===== config.mk =====
export PLATFORM = sky130hd
export DESIGN_NAME = alu_mem_datapath
export DESIGN_NICKNAME = d
export VERILOG_FILES = /design/src/rtl/alu_mem_datapath.sv
export SDC_FILE = /design/constraint.sdc
export NUM_CORES = 1
export LEC_CHECK = 0
export ABC_AREA = 1
export BUFFER_PORTS_ARGS = -buffer_cell sky130_fd_sc_hd__buf_2
export CAP_MARGIN = 20
export CORE_ASPECT_RATIO = 1.2
export CORE_UTILIZATION = 50
export DETAILED_ROUTE_END_ITERATION = 10
export PLACE_DENSITY = 0.66
export SETUP_SLACK_MARGIN = 0.5
export SYNTH_ARGS = -nofsm -noshare
export SYNTH_HDL_FRONTEND = slang
export SYNTH_SLANG_ARGS = --single-unit

===== constraint.sdc =====
create_clock -name clk -period 5.05 [get_ports clk]
set_clock_uncertainty 0.15 [all_clocks]
set_input_delay 0.2525 -clock clk [delete_from_list [all_inputs] [get_ports clk]]
set_output_delay 0.2525 -clock clk [all_outputs]
set_load 0.005 [all_outputs]

===== src/rtl/alu_mem_datapath.sv =====
// alu_mem_datapath: ALU, registered result stage, data memory and result2 mux.
// Ports: clk, rst (sync, active-low), operand1/operand2/offset/opcode/sel1/sel3/w_r in;
// result2, zero_flag, carry_flag out. Optional macro DP_MEM_INIT_EN: reset loads mem[i]=i.
module alu_mem_datapath #(
    parameter int DATA_WIDTH = 8,
    parameter int ADDR_BITS  = 5
) (
    input  logic                  clk,
    input  logic                  rst,
    input  logic [DATA_WIDTH-1:0] operand1,
    input  logic [DATA_WIDTH-1:0] operand2,
    input  logic [DATA_WIDTH-1:0] offset,
    input  logic [3:0]            opcode,
    input  logic                  sel1,
    input  logic                  sel3,
    input  logic                  w_r,
    output logic [DATA_WIDTH-1:0] result2,
    output logic                  zero_flag,
    output logic                  carry_flag
);

    localparam int DEPTH = 1 << ADDR_BITS;
    localparam logic [DATA_WIDTH:0] ONE = (DATA_WIDTH+1)'(1);

    typedef enum logic [3:0] {
        OP_ADD   = 4'b0000,
        OP_SUB   = 4'b0001,
        OP_AND   = 4'b0010,
        OP_OR    = 4'b0011,
        OP_XOR   = 4'b0100,
        OP_NOT   = 4'b0101,
        OP_SHL   = 4'b0110,
        OP_SHR   = 4'b0111,
        OP_PASSA = 4'b1000,
        OP_PASSB = 4'b1001,
        OP_INC   = 4'b1010,
        OP_DEC   = 4'b1011,
        OP_NOP   = 4'b1111
    } op_e;

    op_e op;
    assign op = op_e'(opcode);

    // ALU
    logic [DATA_WIDTH-1:0] alu_b;
    logic [DATA_WIDTH:0]   ext_a;
    logic [DATA_WIDTH:0]   ext_b;
    logic [DATA_WIDTH:0]   wide;
    logic                  arith;
    logic [DATA_WIDTH-1:0] alu_res;
    logic                  alu_cry;

    always_comb begin
        alu_b = sel3 ? offset : operand2;
        ext_a = {1'b0, operand1};
        ext_b = {1'b0, alu_b};
        wide  = ext_a;
        arith = 1'b0;
        case (op)
            OP_ADD: begin
                wide  = ext_a + ext_b;
                arith = 1'b1;
            end
            OP_SUB: begin
                // zero-extended subtraction: top bit is the borrow
                wide  = ext_a - ext_b;
                arith = 1'b1;
            end
            OP_AND:   wide = {1'b0, operand1 & alu_b};
            OP_OR:    wide = {1'b0, operand1 | alu_b};
            OP_XOR:   wide = {1'b0, operand1 ^ alu_b};
            OP_NOT:   wide = {1'b0, ~operand1};
            OP_SHL:   wide = {1'b0, operand1 << alu_b[2:0]};
            OP_SHR:   wide = {1'b0, operand1 >> alu_b[2:0]};
            OP_PASSA: wide = ext_a;
            OP_PASSB: wide = ext_b;
            OP_INC: begin
                wide  = ext_a + ONE;
                arith = 1'b1;
            end
            OP_DEC: begin
                wide  = ext_a - ONE;
                arith = 1'b1;
            end
            // 1100-1110 alias PASS A; NOP result is discarded
            default:  wide = ext_a;
        endcase
        alu_res = wide[DATA_WIDTH-1:0];
        alu_cry = arith & wide[DATA_WIDTH];
    end

    // Stage 1 registers
    logic [DATA_WIDTH-1:0] alu_q, alu_d;
    logic [DATA_WIDTH-1:0] wdata_q, wdata_d;
    logic                  sel1_q, sel1_d;
    logic                  w_r_q, w_r_d;
    logic                  zero_q, zero_d;
    logic                  carry_q, carry_d;

    always_comb begin
        alu_d   = alu_q;
        zero_d  = zero_q;
        carry_d = carry_q;
        w_r_d   = 1'b0;
        sel1_d  = sel1;
        wdata_d = operand2;
        if (op != OP_NOP) begin
            alu_d   = alu_res;
            zero_d  = (alu_res == '0);
            carry_d = alu_cry;
            w_r_d   = w_r;
        end
    end

    always_ff @(posedge clk) begin
        if (!rst) begin
            alu_q   <= '0;
            wdata_q <= '0;
            sel1_q  <= 1'b1;
            w_r_q   <= 1'b0;
            zero_q  <= 1'b0;
            carry_q <= 1'b0;
        end else begin
            alu_q   <= alu_d;
            wdata_q <= wdata_d;
            sel1_q  <= sel1_d;
            w_r_q   <= w_r_d;
            zero_q  <= zero_d;
            carry_q <= carry_d;
        end
    end

    // Stage 2: data memory, read-first
    logic [DATA_WIDTH-1:0] mem [DEPTH];
    logic [DATA_WIDTH-1:0] mem_q;
    logic [ADDR_BITS-1:0]  addr;

    assign addr = alu_q[ADDR_BITS-1:0];

    always_ff @(posedge clk) begin
        if (!rst) begin
            mem_q <= '0;
        end else begin
            mem_q <= mem[addr];
        end
    end

    // a store pending in w_r_q is dropped when reset hits
    always_ff @(posedge clk) begin
`ifdef DP_MEM_INIT_EN
        if (!rst) begin
            for (int i = 0; i < DEPTH; i++) begin
                mem[i] <= DATA_WIDTH'(i);
            end
        end else if (w_r_q) begin
            mem[addr] <= wdata_q;
        end
`else
        if (rst && w_r_q) begin
            mem[addr] <= wdata_q;
        end
`endif
    end

    assign result2    = sel1_q ? alu_q : mem_q;
    assign zero_flag  = zero_q;
    assign carry_flag = carry_q;

endmodule


==> results of run 1 <==
[layout make-up]
class / count / area share
clock buffer: 43 / 0.0588
tap: 325 / 0.0282
clock inverter: 8 / 0.00581
multi-input combinational: 732 / 0.276
sequential: 284 / 0.572
timing repair buffer: 78 / 0.0380
inverter: 79 / 0.0206
[flip-flops by register name, summed over array words and instances (netlist names)]
register,count
mem,256
mem_q,8
w_r_q,1
wdata_q,8
sel1_q,1
alu_q,8
carry_flag,1
zero_flag,1
[logic make-up after synthesis]
logic type               count (synthesis)  share of synthesized area
adder cells (fa/ha/maj)                 28                     0.0280
AND/OR/NAND/NOR                        517                      0.185
XOR/XNOR                                 4                    0.00274
flip-flops                             284                      0.646
multiplexers                             4                    0.00353
AO/OA/AOI/OAI                          179                     0.0918
buffers and inverters                  139                     0.0432
[synthesized netlist by cell type, types with 2 or more instances]
master and instances:
edfxtp_1 256, nand3_1 199, nand2_1 175, nor2_1 87, inv_1 77, a22oi_1 64, a31oi_1 56, clkbuf_1 42
dfxtp_1 28, ha_1 27, a21oi_1 26, o21ai_0 16, buf_1 10, nand4_1 10, nor3_1 10, nor4_1 8
nor4b_1 8, nand2_2 5, mux2_2 4, nand3b_1 4, o21ai_1 4, or2_2 4, xor2_1 4, buf_2 3
buf_4 3, buf_6 2, inv_2 2, nor2_2 2, o21ai_2 2, o221ai_1 2, o22ai_1 2
[per-layer routing]
| layer | up-vias | track usage | part of all wire | routed length, µm |
|---|---|---|---|---|
| met1 | 4534 | 0.355 | 0.41 | 13800 |
| met5 | - | 0 | 0 | 0 |
| met3 | 60 | 0.0294 | 0.073 | 2440 |
| met2 | 419 | 0.436 | 0.49 | 16300 |
| li1 | 4322 | - | - | - |
| met4 | 0 | 0.0760 | 0.026 | 871 |
[report_power, final]
part,total [mW],switching [mW],internal [mW]
clock,2.07,0.821,1.25
sequential,2.64,0.0440,2.59
combinational,0.669,0.459,0.210
total,5.37,1.32,4.05
[stage by stage]
stage | total power [mW] | area (µm²)
6_report | 5.37 | 14400
5_1_grt | 5.54 | 14400
4_1_cts | 5.38 | 14400
3_5_place_dp | 3.33 | 13300
3_3_place_gp | 3.32 | 13300
2_1_floorplan | 3.10 | 12800
[worst min-delay path by stage]
stage                            from          to  slack, ns  cells past startpoint
after global routing      operand1[7]    alu_q[7]       0.15                      5
after floorplan           operand2[0]  wdata_q[0]       0.20                      2
after detailed placement  operand2[5]  wdata_q[5]       0.32                      3
final                     operand1[7]    alu_q[7]       0.12                      5
after CTS                 operand1[7]    alu_q[7]       0.11                      5
after global placement    operand2[3]  wdata_q[3]       0.31                      3
[worst reg2reg max path: stages, from the launching register on]
cell	delay (ns)
dfxtp_2	0.74
inv_2	0.43
nor2_4	0.50
nand2_1	0.48
nor2_1	0.72
[repair_timing]
action                                  CTS  global route
hold endpoints to repair                 17             0
hold buffers                             19             0
gates resized for setup                   0             0
endpoints found under the setup margin    0             0
==> run metrics, run 1 <==
H-tree levels=1; post-CTS setup buffers=0; status=completed; Via density=6.03; Worst slew margin=0.342; crit path from=alu_q[0]; Post-Route WL=33400 µm; Buf/Inv on CP=1; maximum number of pins on one net before global-route repair=81; antenna cells=0; dpl cells=1479; Detail Route Antenna Nets=0; Leak=5.06 nW; power per cell area=373 nW/µm²; reg2reg start=alu_q[0]; Worst setup EP type=register; Final period util=0.675; FF-to-FF setup slack=1.64 ns; CTS tree=yes; Synth top area share=0.602; layout cells sized above 1=0.105; Final HPWL DP=22100 µm; std cell rows=63; Die Area=26200 µm²; critical path class=register to register; io pins=43; first-pass GRT wire length=51300 µm; sequential fraction of the synthesis area=0.646; RePlAce Congestion=0.959; Nets=1264; Startpoint Class=register; Final Max Slew Viols=0; die width=148 µm; clock buffer depth=3; Crit-path slowest cell=dfxtp_2; die height=177 µm; Levels on crit path=4; detailed-route via count=9335; synthesized cell area=12800 µm²; final design utilization=0.579; Clock Latency Late Sink=0.53 ns; Setup TNS=0 ns; Worst EP required=5.06 ns; Mapped Cells=1155; Setup Viol. Count Final=0; critical path arrival=3.41 ns; Total GRT Usage=0.259; Clock transition at path regs=0.06 ns; syn nets=1216; most frequent cells in the layout=256 x edfxtp_1, 199 x nand3_1, 175 x nand2_1, 85 x nor2_1, 76 x inv_1; ys async rst share=0; Sink Count=284; number of synthesized flops with an enable pin=256; drt first-iter violations=773; Max Cap Viol=0; synth top area cells=edfxtp_1 60%, nand3_1 7.8%, nand2_1 5.1%, dfxtp_1 4.4%, a22oi_1 3.8%; Filler Cell Count=2110; Hold WC Path Type=input pin to register; critical path's largest stage delay=0.74 ns; per-cell routed wire length=21.5 µm; post-route non-filler standard cell count=1549; Max Fanout on Critical Path=29; area grow syn2layout=12.9%; RSZ-0062 raised after global routing=false; footprint of the multi-input gates=3990 µm²; crit-path cells=inv_2 > nor2_4 > nand2_1 > nor2_1; core area=24900 µm²; total congestion overflow=0; Initial Utilization=0.513; CP top delay family=simple AND/OR/NAND/NOR gates; vias in the first global route=8919; drt first pass iters=7; dominant synthesized flop cell=edfxtp_1; Port Buffers=42; crit path time final=3.41 ns; fmax=294 MHz; Final Worst Setup Slack=1.64 ns; DRC errors left=0; syn_area_per_cell=11.1 µm²; Setup crit end=mem[13][3]; final-report hold violation count=0; FF/Latch Area=8250 µm²; slew of the pin with the lowest slew margin=0.973 ns; Yosys reg bits=284; Peak VDD IR=340 µV; dominant cell type by area after synthesis=edfxtp_1; capturing point of the worst reg2reg path=mem[13][3]; Fin Hold WS=0.121 ns; CTS Buf Count=28; worst reg-to-reg path cell count=4; dpl ws=1.60 ns; most common cell after layout, fill and taps aside=edfxtp_1; yosys warns=0; initial antenna violation count=0; CTS root buf=clkbuf_16; count of cell types in the netlist=44
No activity file was read; power rests on OpenSTA's default activity.
==> run 2: changes to the inputs <==
- ABC_AREA: 1 -> 0
- clock period: 5.05 -> 3.5 ns (I/O delays scaled with it)
==> run 2 against run 1 <==
Effect of this change: setup slack worse by 0.94 ns; critical path depth is 12 higher; largest cell class unchanged; synthesized cell count is 25% lower; highest routed layer unchanged; hold slack worse by 0.075 ns; sequential power is 45% higher; via count is 14% lower; utilization is 1.2 points higher; global-route usage is 1.6 points lower; cell count is 15% lower; die area is 2.0% higher; clock power is 39% higher; first-iteration DRC count is 5.6% lower.
==> run metrics, run 2 <==
Switch Pwr=1.85 mW; area grow syn2layout=15.9%; core area=25500 µm²; dpl ws=0.0399 ns; Via density=6.12; Total Power=7.71 mW; io pins=43; part of the power in combinational logic=0.132; Total GRT Usage=0.244; sequential fraction of the synthesis area=0.633; Peak VDD IR=349 µV; yosys warns=0; Setup TNS=0 ns; layout cells sized above 1=0.261; Detail Route Antenna Nets=0; clock group share of total power=0.373; die height=179 µm; Post-Route WL=31800 µm; critical path arrival=3.05 ns; Final Worst Setup Slack=0.707 ns; number of synthesized flops with an enable pin=256; Initial Utilization=0.510; most frequent cells in the layout=256 x edfxtp_1, 74 x nor2_1, 66 x mux4_2, 55 x buf_4, 49 x nand2_1; synthesized cell area=13000 µm²; std cell rows=64; DRC errors left=0; dominant cell type by area after synthesis=edfxtp_1; Worst slew margin=0.387; Synth top area share=0.590; FF-to-FF setup slack=1.09 ns; die width=149 µm; Worst setup EP type=register; status=completed; per-cell routed wire length=24.3 µm; Top reg by flops=mem; Max Fanout on Critical Path=7; Final Max Slew Viols=0; Startpoint Class=input pin; synth top area cells=edfxtp_1 59%, mux4_2 11%, dfxtp_1 4.3%, ha_1 2.6%, nor2_1 2.2%; syn nets=933; Max Cap Viol=0; worst reg-to-reg path cell count=2; H-tree levels=1; final-report hold violation count=0; Hold Path End=zero_flag; ys async rst share=0; Setup Viol. Count Final=0; RSZ-0062 raised after global routing=false; CTS root buf=clkbuf_16; Internal=5.86 mW; capturing point of the worst reg2reg path=mem[4][4]; antenna cells=0; count leader, synth=edfxtp_1; Clock Latency Late Sink=0.54 ns; fmax=358 MHz; maximum number of pins on one net before global-route repair=39; Mapped Cells=872; Yosys reg bits=284; critical path class=input pin to register; dpl cells=1244; CTS Buf Count=26; Nets=1023; syn_area_per_cell=14.9 µm²; Seq pwr share=0.495; most common cell after layout, fill and taps aside=edfxtp_1; first-pass GRT wire length=47800 µm; CTS tree=yes; Clock transition at path regs=0.06 ns; RePlAce Congestion=0.945; Post-synth top cells=256 x edfxtp_1, 75 x nor2_1, 66 x mux4_2; dominant synthesized flop cell=edfxtp_1; Die Area=26700 µm²; switch share=0.240; total congestion overflow=0; Sink Count=284; count of cell types in the netlist=71; power per cell area=510 nW/µm²; Final HPWL DP=21700 µm; Leak=4.94 nW; drt first pass iters=5; slew of the pin with the lowest slew margin=0.916 ns; Worst EP required=3.75 ns; Final period util=0.798; crit path time final=2.79 ns; initial antenna violation count=0; clock buffer depth=3; drt first-iter violations=730; hold depth=4; Hold WC Path Type=input pin to register; reg2reg start=alu_q[2]; Hold Crit Start=operand1[5]; vias in the first global route=7896; max FFs per register=256; Port Buffers=42; Post-DP Area=13900 µm²; post-route non-filler standard cell count=1311; detailed-route via count=8028; final design area excluding fillers=15100 µm²
## run 2: cell types whose count changed after synthesis, sizes merged, moves of 17 or more
cell	previous run	this run
nand3	199	17
nand2	181	49
mux4	0	66
inv	79	25
a31oi	56	7
a22oi	64	34
mux2i	0	18
and2	0	17
## run 2: timing repair
action	CTS	global route
setup endpoints to repair	0	6
hold endpoints to repair	11	0
hold buffers	12	0
resized for setup	0	14
buffers inserted	0	3
## run 2: power groups by stage
stage               registers, mW  logic (mW)  clock network [mW]
floorplan                    3.85       0.679                   0
global placement             3.92       0.921                   0
detailed placement           3.91       0.944                   0
CTS                          3.84       0.958                2.92
global route                 3.82        1.10                3.04
finish                       3.82        1.02                2.88
## run 2: metal layers
metal	wire, µm	track usage
met1	12600	0.317
met5	0	0
met4	1230	0.0940
met3	1850	0.0254
met2	16100	0.420
## run 2: cell families (layout without fill, tap and decap cells)
logic type | after synthesis | in the layout | synth area share
compound gates | 161 | 161 | 0.0878
xor+xnor | 9 | 9 | 0.00605
fa+ha+maj | 28 | 28 | 0.0275
buf+inv | 80 | 189 | 0.0270
flops | 284 | 284 | 0.633
mux | 92 | 92 | 0.138
simple gates | 218 | 218 | 0.0809
## run 2: how the worst max path moves through the flow
stage,startpoint,to,slack [ns],cells past startpoint
floorplan,sel3,alu_q[7],0.31,17
global placement,sel3,alu_q[7],0.15,15
detailed placement,sel3,alu_q[7],0.04,15
CTS,sel3,zero_flag,0.58,15
global route,operand2[4],zero_flag,0.50,15
finish,operand2[4],alu_q[7],0.71,16
## run 2: area by class of cell
cell class              instances  area, µm²
clock inverters                19        218
repair buffers                117        941
flip-flops and latches        284       8250
multi-input cells             508       4530
clock buffers                  28        658
inverters                      25       93.8
fillers                      1913      10400
well taps                     330        413
## run 2: metrics by stage
stage	hold WS, ns	utilization
floorplan	0.126	-
global placement	0.233	0.542
detailed placement	0.235	0.545
CTS	0.0260	0.584
global route	0.0585	0.592
finish	0.0459	0.592
## run 2: worst max-delay path: stages
cell,delay (ns)
dlygate4sd3_1,0.53
buf_2,0.15
mux2i_2,0.17
buf_4,0.20
nand3_1,0.14
nand2_1,0.12
nand2_1,0.07
a221oi_2,0.29
ha_1,0.33
nor3_2,0.17
nor2_1,0.07
o41ai_2,0.05
mux2i_1,0.26
a31oi_1,0.14
nand2_1,0.11
a21oi_1,0.06
==> run 3: changes to the inputs <==
- clock period: 3.5 -> 2.91 ns (I/O delays scaled with it)
==> run 3 against run 2 <==
Effect of this change: sequential power rose by 19%; die area did not move; hold slack got worse by 0.0069 ns; combinational power rose by 37%.
==> run metrics, run 3 (synthesized netlist as in run 2, its figures left out) <==
Nets=1079; die width=149 µm; DRC errors left=0; total congestion overflow=0; GR Util met1=0.315; Clock Latency Late Sink=0.52 ns; Internal=6.90 mW; Port Buffers=42; fmax=372 MHz; maximum number of pins on one net before global-route repair=68; Final period util=0.925; core area=25500 µm²; Setup Viol. Count Final=0; Seq pwr share=0.502; H-tree levels=1; Final Max Slew Viols=0; met3 global-route usage=0.0216; final-report hold violation count=0; CTS Buf Count=25; CTS root buf=clkbuf_16; Setup TNS=0 ns; RSZ-0062 raised after global routing=true; initial antenna violation count=0; std cell rows=64; first-pass GRT wire length=49600 µm; part of the power in combinational logic=0.154; Final Worst Setup Slack=0.220 ns; Final HPWL DP=21700 µm; Via density=6.07; Filler Cell Count=1905; Peak VDD IR=433 µV; capturing point of the worst reg2reg path=mem_q[0]; status=completed; area grow syn2layout=19.6%; detailed-route via count=8282; Leak=5.20 nW; slew of the pin with the lowest slew margin=0.817 ns; most frequent cells in the layout=256 x edfxtp_1, 102 x buf_4, 69 x nor2_1, 66 x mux4_2, 49 x nand2_1; Worst slew margin=0.451; vias in the first global route=8396; Max Cap Viol=0; Startpoint Class=input pin; antenna cells=0; drt first-iter violations=719; crit path time final=2.69 ns; Hold WC Path Type=input pin to register; final design utilization=0.610; max FFs per register=256; grt peak-use layer=met2; Worst EP required=3.15 ns; hold depth=5; CTS tree=yes; FF-to-FF setup slack=0.61 ns; drt first pass iters=6; Sink Count=284; Switch Pwr=2.18 mW; Top reg by flops=mem; clock buffer depth=3; Detail Route Antenna Nets=0; dpl ws=-0.539 ns; Hold Crit Start=operand1[5]; Hold Path End=zero_flag; Initial Utilization=0.510; Max Fanout on Critical Path=4; most common cell after layout, fill and taps aside=edfxtp_1; per-cell routed wire length=23.6 µm; critical path class=input pin to register; met2 usage=0.438; io pins=43; die height=179 µm; Post-Route WL=32300 µm; Fin Hold WS=0.0391 ns; clock group share of total power=0.344; Worst setup EP type=register; Clock transition at path regs=0.06 ns; layout cells sized above 1=0.319; worst reg-to-reg path cell count=4; RePlAce Congestion=0.983; reg2reg start=alu_q[0]; Total GRT Usage=0.250; critical path arrival=2.93 ns; power per cell area=583 nW/µm²; Die Area=26700 µm²; switch share=0.240
## run 3: changes by cell type in the layout (fill, tap and decap cells not counted), moves of 4 or more
| cell | previous run | this run |
|---|---|---|
| buf_6 | 0 | 4 |
| nor2_2 | 1 | 5 |
| nor2_1 | 74 | 69 |
| clkbuf_1 | 2 | 7 |
| buf_16 | 5 | 1 |
| buf_4 | 55 | 102 |
| dlygate4sd3_1 | 12 | 22 |
## run 3: worst max-delay path by stage
stage,slack [ns],cells past startpoint,from,end
after floorplan,-0.25,17,sel3,alu_q[7]
after global placement,-0.54,15,sel3,alu_q[5]
after detailed placement,-0.54,16,sel3,carry_flag
final,0.22,16,sel3,alu_q[7]
after global routing,0.006,17,sel3,carry_flag
after CTS,0.26,17,sel3,alu_q[5]
## run 3: per-stage QoR
stage                     power (mW)  cells  cell area (µm²)
final                           9.08   1365            15600
after global placement          5.90   1293            14300
after CTS                       9.04   1360            15300
after global routing            9.37   1365            15600
after detailed placement        5.91   1293            14300
after floorplan                 5.45    872            13100
## run 3: critical path, stage by stage
cell and delay (ns):
buf_12 0.11, mux2i_4 0.34, ha_4 0.20, inv_4 0.05, buf_4 0.13, o22ai_2 0.20, a221oi_2 0.11, ha_1 0.39
o21ai_2 0.15, a21oi_2 0.05, o21a_2 0.25, o41ai_4 0.24, mux2i_1 0.27, a31oi_2 0.13, nand2_1 0.09, a21oi_1 0.06
## run 3: cell type report
type / count / area, µm² / area share
flip-flops and latches: 284 / 8250 / 0.530
clock inverters: 12 / 116 / 0.00747
multi-input cells: 508 / 4710 / 0.302
repair buffers: 174 / 1340 / 0.0862
well taps: 330 / 413 / 0.0265
inverters: 25 / 96.3 / 0.00618
clock buffers: 32 / 652 / 0.0418
## run 3: what timing repair did
| action | 4_1_cts | 5_1_grt |
|---|---|---|
| setup buffers | 1 | 4 |
| hold buffers | 22 | 0 |
| pin swaps | 22 | 23 |
| gates resized for setup | 17 | 40 |
| hold endpoints to repair | 16 | 0 |
| setup endpoints to repair | 9 | 25 |
## run 3: metal layers
layer | part of all wire | wire length (µm) | vias up
li1 | - | - | 3749
met1 | 0.39 | 12700 | 4124
met2 | 0.51 | 16500 | 323
met3 | 0.048 | 1560 | 86
met4 | 0.047 | 1510 | 0
met5 | 0 | 0 | -
## run 3: power by group through the flow
stage	clock [mW]	combinational [mW]	sequential [mW]
2_1_floorplan	0	0.820	4.63
3_3_place_gp	0	1.25	4.65
3_5_place_dp	0	1.25	4.66
4_1_cts	3.16	1.31	4.57
5_1_grt	3.29	1.51	4.57
6_report	3.12	1.40	4.56
